<file path="src/rtl/riscv_pkg.sv">
// Shared RISC-V core definitions: opcodes, bubble encoding, fetch FSM states
// and address checks used by the fetch stage.
package riscv_pkg;

    localparam logic [6:0]  OPC_SYSTEM = 7'b1110011;
    localparam logic [6:0]  OPC_FENCE  = 7'b0001111;
    localparam logic [31:0] NOP_INST   = 32'h0000_0013;

    typedef enum logic [1:0] {
        RUN   = 2'd0,
        HALT  = 2'd1,
        FAULT = 2'd2
    } fetch_state_t;

    // True when the byte address lies inside a 2^addr_w-word instruction memory.
    function automatic logic pc_in_range(input logic [31:0] pc, input int unsigned addr_w);
        return ((pc >> (addr_w + 32'd2)) == 32'd0);
    endfunction

    function automatic logic pc_fetchable(input logic [31:0] pc, input int unsigned addr_w);
        return (pc[1:0] == 2'b00) && pc_in_range(pc, addr_w);
    endfunction

endpackage

</file>
<file path="src/rtl/fetch_stage_if.sv">
// Fetch-stage bus: instruction-memory port, hazard/redirect controls and the
// IF/ID register contents handed to decode.
interface fetch_stage_if #(
    parameter int ADDR_W = 8
);
    logic [ADDR_W-1:0] imem_addr;
    logic [31:0]       imem_data;
    logic              stall_i;
    logic              redirect_i;
    logic [31:0]       redirect_pc_i;
    logic              if_id_valid;
    logic [31:0]       if_id_inst;
    logic [31:0]       if_id_pc;
    logic [31:0]       if_id_pc4;

    modport master (
        output imem_addr,
        input  imem_data,
        input  stall_i,
        input  redirect_i,
        input  redirect_pc_i,
        output if_id_valid,
        output if_id_inst,
        output if_id_pc,
        output if_id_pc4
    );

    modport slave (
        input  imem_addr,
        output imem_data,
        output stall_i,
        output redirect_i,
        output redirect_pc_i,
        input  if_id_valid,
        input  if_id_inst,
        input  if_id_pc,
        input  if_id_pc4
    );
endinterface

</file>
<file path="src/rtl/fetch_stage_if_id_reg.sv">
// Generic pipeline register with bubble (flush), load and hold; bubble wins
// over load so a squash is never overridden by a concurrent fetch.
module if_id_reg #(
    parameter logic [31:0] NOP_INST = 32'h0000_0013
) (
    input  logic        clk,
    input  logic        rst_n,
    input  logic        load,
    input  logic        bubble,
    input  logic [31:0] inst_in,
    input  logic [31:0] pc_in,
    input  logic [31:0] pc4_in,
    output logic        valid,
    output logic [31:0] inst,
    output logic [31:0] pc,
    output logic [31:0] pc4
);

    // Pipeline register contents; bubbles keep pc/pc4 since they are don't-care.
    always_ff @(posedge clk or negedge rst_n) begin
        if (!rst_n) begin
            valid <= 1'b0;
            inst  <= NOP_INST;
            pc    <= 32'd0;
            pc4   <= 32'd0;
        end else if (bubble) begin
            valid <= 1'b0;
            inst  <= NOP_INST;
        end else if (load) begin
            valid <= 1'b1;
            inst  <= inst_in;
            pc    <= pc_in;
            pc4   <= pc4_in;
        end
    end

endmodule

</file>
<file path="src/rtl/fetch_stage.sv">
// Instruction-fetch stage: owns the PC, reads the combinational instruction
// memory and fills IF/ID, handling stall, redirect, SYSTEM halt and faults.
module fetch_stage
    import riscv_pkg::*;
#(
    parameter logic [31:0] RESET_PC = 32'h0000_0000,
    parameter int          ADDR_W   = 8,
    parameter logic [31:0] NOP_INST = riscv_pkg::NOP_INST
) (
    input  logic           clk,
    input  logic           rst_n,
    fetch_stage_if.master  bus,
    output logic [31:0]    pc_o,
    output logic           halted,
    output logic           fault,
    output logic [31:0]    fetch_count
);

    fetch_state_t state, state_nxt;
    logic [31:0]  pc, pc_nxt;
    logic         load, bubble, count_en;
    logic         redirect_ok;

    assign bus.imem_addr = pc[ADDR_W+1:2];
    assign pc_o          = pc;
    assign redirect_ok   = pc_fetchable(bus.redirect_pc_i, ADDR_W);

    // Next-state, next-PC and IF/ID control; redirect outranks stall and halt.
    always_comb begin
        state_nxt = state;
        pc_nxt    = pc;
        load      = 1'b0;
        bubble    = 1'b0;
        count_en  = 1'b0;
        case (state)
            RUN: begin
                if (bus.redirect_i) begin
                    bubble = 1'b1;
                    if (redirect_ok) begin
                        pc_nxt = bus.redirect_pc_i;
                    end else begin
                        state_nxt = FAULT;
                    end
                end else if (bus.stall_i) begin
                    state_nxt = RUN;
                end else if (!pc_in_range(pc, ADDR_W)) begin
                    state_nxt = FAULT;
                    bubble    = 1'b1;
                end else begin
                    load     = 1'b1;
                    count_en = 1'b1;
                    pc_nxt   = pc + 32'd4;
                    if (bus.imem_data[6:0] == OPC_SYSTEM) begin
                        state_nxt = HALT;
                    end else begin
                        state_nxt = RUN;
                    end
                end
            end
            HALT: begin
                if (bus.redirect_i) begin
                    bubble = 1'b1;
                    if (redirect_ok) begin
                        pc_nxt    = bus.redirect_pc_i;
                        state_nxt = RUN;
                    end else begin
                        state_nxt = FAULT;
                    end
                end else if (bus.stall_i) begin
                    state_nxt = HALT;
                end else begin
                    bubble = 1'b1;
                end
            end
            FAULT: begin
                bubble = 1'b1;
            end
            default: begin
                bubble    = 1'b1;
                state_nxt = FAULT;
            end
        endcase
    end

    // PC, FSM state, fetch counter and the state-decoded status flags.
    always_ff @(posedge clk or negedge rst_n) begin
        if (!rst_n) begin
            state       <= RUN;
            pc          <= RESET_PC;
            fetch_count <= 32'd0;
            halted      <= 1'b0;
            fault       <= 1'b0;
        end else begin
            state       <= state_nxt;
            pc          <= pc_nxt;
            fetch_count <= count_en ? fetch_count + 32'd1 : fetch_count;
            halted      <= (state_nxt == HALT);
            fault       <= (state_nxt == FAULT);
        end
    end

    if_id_reg #(
        .NOP_INST (NOP_INST)
    ) u_if_id (
        .clk     (clk),
        .rst_n   (rst_n),
        .load    (load),
        .bubble  (bubble),
        .inst_in (bus.imem_data),
        .pc_in   (pc),
        .pc4_in  (pc + 32'd4),
        .valid   (bus.if_id_valid),
        .inst    (bus.if_id_inst),
        .pc      (bus.if_id_pc),
        .pc4     (bus.if_id_pc4)
    );

endmodule

</file>
<file path="src/flat_wrapper.sv">
// flat-port wrapper written by rule: the top's interface ports become plain ports
module fetch_stage_flat import riscv_pkg::*;
#(
    parameter logic [31:0] RESET_PC = 32'h0000_0000,
    parameter int          ADDR_W   = 8,
    parameter logic [31:0] NOP_INST = riscv_pkg::NOP_INST
)
  (clk, rst_n, pc_o, halted, fault, fetch_count, bus_imem_addr, bus_imem_data, bus_stall_i, bus_redirect_i, bus_redirect_pc_i, bus_if_id_valid, bus_if_id_inst, bus_if_id_pc, bus_if_id_pc4);
  fetch_stage_if #(.ADDR_W(ADDR_W)) bus_i ();
  input  logic clk;
  input  logic rst_n;
  output logic [31:0] pc_o;
  output logic halted;
  output logic fault;
  output logic [31:0] fetch_count;
  output wire logic [$bits(bus_i.imem_addr)-1:0] bus_imem_addr;
  input wire logic [$bits(bus_i.imem_data)-1:0] bus_imem_data;
  input wire logic [$bits(bus_i.stall_i)-1:0] bus_stall_i;
  input wire logic [$bits(bus_i.redirect_i)-1:0] bus_redirect_i;
  input wire logic [$bits(bus_i.redirect_pc_i)-1:0] bus_redirect_pc_i;
  output wire logic [$bits(bus_i.if_id_valid)-1:0] bus_if_id_valid;
  output wire logic [$bits(bus_i.if_id_inst)-1:0] bus_if_id_inst;
  output wire logic [$bits(bus_i.if_id_pc)-1:0] bus_if_id_pc;
  output wire logic [$bits(bus_i.if_id_pc4)-1:0] bus_if_id_pc4;
  assign bus_imem_addr = bus_i.imem_addr;
  assign bus_i.imem_data = bus_imem_data;
  assign bus_i.stall_i = bus_stall_i;
  assign bus_i.redirect_i = bus_redirect_i;
  assign bus_i.redirect_pc_i = bus_redirect_pc_i;
  assign bus_if_id_valid = bus_i.if_id_valid;
  assign bus_if_id_inst = bus_i.if_id_inst;
  assign bus_if_id_pc = bus_i.if_id_pc;
  assign bus_if_id_pc4 = bus_i.if_id_pc4;
  fetch_stage #(.RESET_PC(RESET_PC), .ADDR_W(ADDR_W), .NOP_INST(NOP_INST)) u_core (.clk(clk), .rst_n(rst_n), .bus(bus_i), .pc_o(pc_o), .halted(halted), .fault(fault), .fetch_count(fetch_count));
endmodule
</file>
<file path="config.mk">
export PLATFORM = sky130hd
export DESIGN_NAME = fetch_stage_flat
export DESIGN_NICKNAME = d
export VERILOG_FILES = /design/src/rtl/riscv_pkg.sv /design/src/rtl/fetch_stage_if.sv /design/src/rtl/fetch_stage_if_id_reg.sv /design/src/rtl/fetch_stage.sv /design/src/flat_wrapper.sv
export SDC_FILE = /design/constraint.sdc
export NUM_CORES = 1
export LEC_CHECK = 0
export BUFFER_PORTS_ARGS = -buffer_cell sky130_fd_sc_hd__buf_4
export CORE_AREA = 10 10 146 148
export CTS_BUF_LIST = sky130_fd_sc_hd__clkbuf_4
export CTS_CLUSTER_SIZE = 24
export DETAILED_ROUTE_END_ITERATION = 12
export DIE_AREA = 0 0 156 158
export PLACE_DENSITY = 0.72
export REMOVE_ABC_BUFFERS = 1
export SYNTH_ARGS = -nofsm -noshare
export SYNTH_HDL_FRONTEND = slang
export SYNTH_SLANG_ARGS = --single-unit
</file>
<file path="constraint.sdc">
create_clock -name clk -period 1.75 [get_ports clk]
set_input_delay 0 -clock clk [delete_from_list [all_inputs] [get_ports clk]]
set_output_delay 0 -clock clk [all_outputs]
set_load 0.1 [all_outputs]
</file>
==> impl_metrics.json <==
{
  "cts_buffers": 17,
  "die-area_um2": 24600,
  "cp.arrival_ns": 2.38,
  "drc": 0,
  "min_path_type": "primary input to register",
  "rsz0062_at_grt": "yes",
  "crit_fanout": 3,
  "die_y_um": 158,
  "root_buffer": "clkbuf_4",
  "path_class": "register to register",
  "cp.buffers_inverters": 2,
  "cp-end-kind": "register",
  "place_congestion": 0.850,
  "tns_ns": -10.94,
  "io_buffers": 238,
  "ys_types": 43,
  "wl_per_cell_um": 18.0,
  "finalSetupViolations": 141,
  "finalPower_mw": 6.57,
  "yosys.area.top_type": "dfrtp_1",
  "antenna_found_initial": 3,
  "cts_tree": "built",
  "cpLargestDelayFamily": "simple AND/OR/NAND/NOR gates",
  "start_util": 0.353,
  "drt_iter0_drc": 233,
  "synth.avg_cell_area_um2": 12.5,
  "cp.required_ns": 2.19,
  "synth_seq_cells": 163,
  "rows": 50,
  "synth_edf_count": 0,
  "finClkSkew_ns": 0.0201,
  "min_period_over_period": 1.11,
  "ys_seq_area_frac": 0.627,
  "p_switching_mw": 1.57,
  "p_clk_frac": 0.369,
  "track_usage": 0.161,
  "postRouteAntennaNets": 0,
  "netlist_area_um2": 6510,
  "clkTransAtPathRegs_ns": 0.14,
  "power_leakage_nw": 5.28,
  "syn_to_final_growth_pct": 55.6,
  "hpwl_um": 14800,
  "p_comb_frac": 0.057,
  "drv_cap": 0,
  "path_cells": "nor4_4 -> nand3_4 -> buf_12 -> nor4_2 -> buf_4 -> nand3_1 -> xnor2_1",
  "dr.pass1.iters": 4,
  "fin_ws_ns": -0.189,
  "power_density_nw_per_um2": 648,
  "critPathMaxStageDelay_ns": 0.43,
  "report.final.slew_viol_count": 0,
  "fin_util": 0.549,
  "dp_cells": 1040,
  "grt_max_degree": 46,
  "clkLatencyLatePin_ns": 0.54,
  "vdd_ir_drop_max_v": 0.000470,
  "ys_warn_count": 0,
  "via_per_inst": 4.74,
  "fin_cells": 1129,
  "max_slew.worst_pin.slew_ns": 0.546,
  "async_flop_share": 1.00,
  "grt_pass1_vias": 5707,
  "relSlewSlack": 0.633,
  "clock_sinks": 163,
  "fin_nets": 949,
  "ys_top_cells_by_area": "dfrtp_1 (61%), nor2b_1 (4.1%), a22o_1 (4.0%)",
  "worst_setup_path_start_kind": "register",
  "violations": "negative setup slack",
  "p_int_mw": 5.00,
  "cts_htree_levels": 4,
  "syn_inst": 520,
  "slowest_stage": "dfrtp_1",
  "synth_top_cell_area_share": 0.615,
  "vias": 5348,
  "max_freq_mhz": 516,
  "clock_tree.buffer_depth": 2,
  "pwr-share-seq": 0.574,
  "grt_first_pass_wirelength_um": 31500,
  "drt-total-wl_um": 20400,
  "gr-total-overflow": 0,
  "switching_share": 0.238,
  "finalHoldViolCount": 0,
  "fin_crit_ns": 1.94,
  "drive_above_1_share": 0.463,
  "status": "complete, but fails checks",
  "io_pins": 239,
  "die_w_um": 156,
  "core_um2": 18500,
  "synth_top_flop_cell": "dfrtp_1"
}
==> registers in the layout, summed over array words and instances, names as in the netlist <==
| register | flops |
|---|---|
| u_core.fault | 1 |
| u_core.u_if_id.pc4 | 30 |
| u_core.u_if_id.valid | 1 |
| u_core.state | 2 |
| u_core.u_if_id.inst | 32 |
| u_core.halted | 1 |
| u_core.u_if_id.pc | 32 |
| u_core.fetch_count | 32 |
| u_core.pc_o | 32 |
==> synthesized netlist by cell type (2+ instances only) <==
master,instances
ha_1,2
o21ai_0,7
nor2_1,22
nor2b_1,43
dfstp_2,3
and3_1,10
xor2_1,9
nand2b_1,2
mux2_2,12
xnor2_1,29
a22o_1,30
and2_1,25
nand2_1,20
a31oi_1,6
nor4_2,5
buf_2,4
buf_4,14
dfrtp_1,160
o22a_1,3
clkbuf_1,19
and4_1,5
nor4_1,10
nand3_1,19
o211ai_1,2
a31o_2,2
nand4_1,17
nor3_1,3
o22ai_1,2
nor4_4,2
buf_6,3
a21oi_1,18
==> worst register-to-register path, cell delays in order, from the launching register on <==
cell and delay (ns):
dfrtp_1 0.43, nor4_4 0.35, nand3_4 0.16, buf_12 0.16, nor4_2 0.32, buf_4 0.19, nand3_1 0.09, xnor2_1 0.14
==> what timing repair did <==
item	4_1_cts	5_1_grt
resized for setup	23	12
pin swaps	14	6
hold buffers	47	0
hold endpoints to repair	212	0
setup buffers	5	3
gates cloned	0	1
setup endpoints to repair	159	161
==> power groups by stage <==
stage | Combinational (mW) | Clock (mW) | Sequential [mW]
6_report | 0.377 | 2.42 | 3.77
5_1_grt | 0.413 | 2.65 | 3.77
4_1_cts | 0.380 | 2.50 | 3.77
3_5_place_dp | 0.275 | 0 | 3.84
3_3_place_gp | 0.270 | 0 | 3.84
2_1_floorplan | 0.0313 | 0 | 3.84
==> routing by layer <==
layer	wire, um	GRT usage	up-vias
met5	0	0	-
met4	408	0.0603	0
met3	1560	0.0600	27
met2	9850	0.263	172
met1	8560	0.191	2607
li1	-	-	2542
==> stage by stage <==
stage,instance area [um2],setup WS (ns),hold WS [ns]
after global routing,10100,-0.300,0.0969
after floorplan,6280,-2.41,-0.296
final,10100,-0.189,0.0834
after detailed placement,9090,-0.295,-0.0380
after global placement,9090,-0.229,-0.0408
after CTS,10000,-0.179,0.0429
==> cell usage in the layout (no fill, tap or decap), types with 7 or more instances in the layout <==
cell type / netlist / layout
dfrtp_1: 160 / 160
buf_4: 14 / 318
buf_12: 0 / 7
dlygate4sd3_1: 0 / 46
clkbuf_4: 0 / 18
xor2_1: 9 / 9
and2_1: 25 / 24
buf_6: 3 / 7
xnor2_1: 29 / 28
nor2b_1: 43 / 42
and3_1: 10 / 10
a21oi_1: 18 / 18
nand4_1: 17 / 17
nor2_1: 22 / 21
mux2_2: 12 / 12
nand3_1: 19 / 14
a22o_1: 30 / 30
nand2_1: 20 / 16
==> logic make-up after synthesis <==
| group | after synthesis | share of synthesized area |
|---|---|---|
| AND/OR/NAND/NOR | 189 | 0.178 |
| flip-flops | 163 | 0.627 |
| AO/OA/AOI/OAI | 74 | 0.0822 |
| buffers and inverters | 41 | 0.0359 |
| XOR/XNOR | 38 | 0.0511 |
| multiplexers | 13 | 0.0223 |
| adder cells (fa/ha/maj) | 2 | 0.00384 |
==> final timing paths <==
kind | startpoint | to | slack [ns] | depth (start not counted)
min in group asynchronous | rst_n | u_core.pc_o[29] | 0.59 | 4
worst min-delay path | bus_redirect_pc_i[30] | u_core.state[1] | 0.08 | 6
worst max register to register | u_core.pc_o[25] | u_core.fetch_count[19] | -0.19 | 7
worst max-delay path | u_core.pc_o[25] | u_core.fetch_count[19] | -0.19 | 7
worst min register to register | u_core.fetch_count[31] | u_core.fetch_count[31] | 0.51 | 1
max in group asynchronous | rst_n | u_core.u_if_id.inst[0] | 0.86 | 4
==> area by class of cell <==
| cell class | count | area [um2] |
|---|---|---|
| Clock buffer | 18 | 135 |
| Clock inverter | 14 | 175 |
| Antenna cell | 3 | 7.51 |
| Multi-Input combinational cell | 316 | 2320 |
| Sequential cell | 163 | 4080 |
| Fill cell | 1565 | 8320 |
| Inverter | 1 | 3.75 |
| Tap cell | 234 | 293 |
| Timing Repair Buffer | 380 | 3120 |
Note: power is estimated with default switching activity, not from simulation.
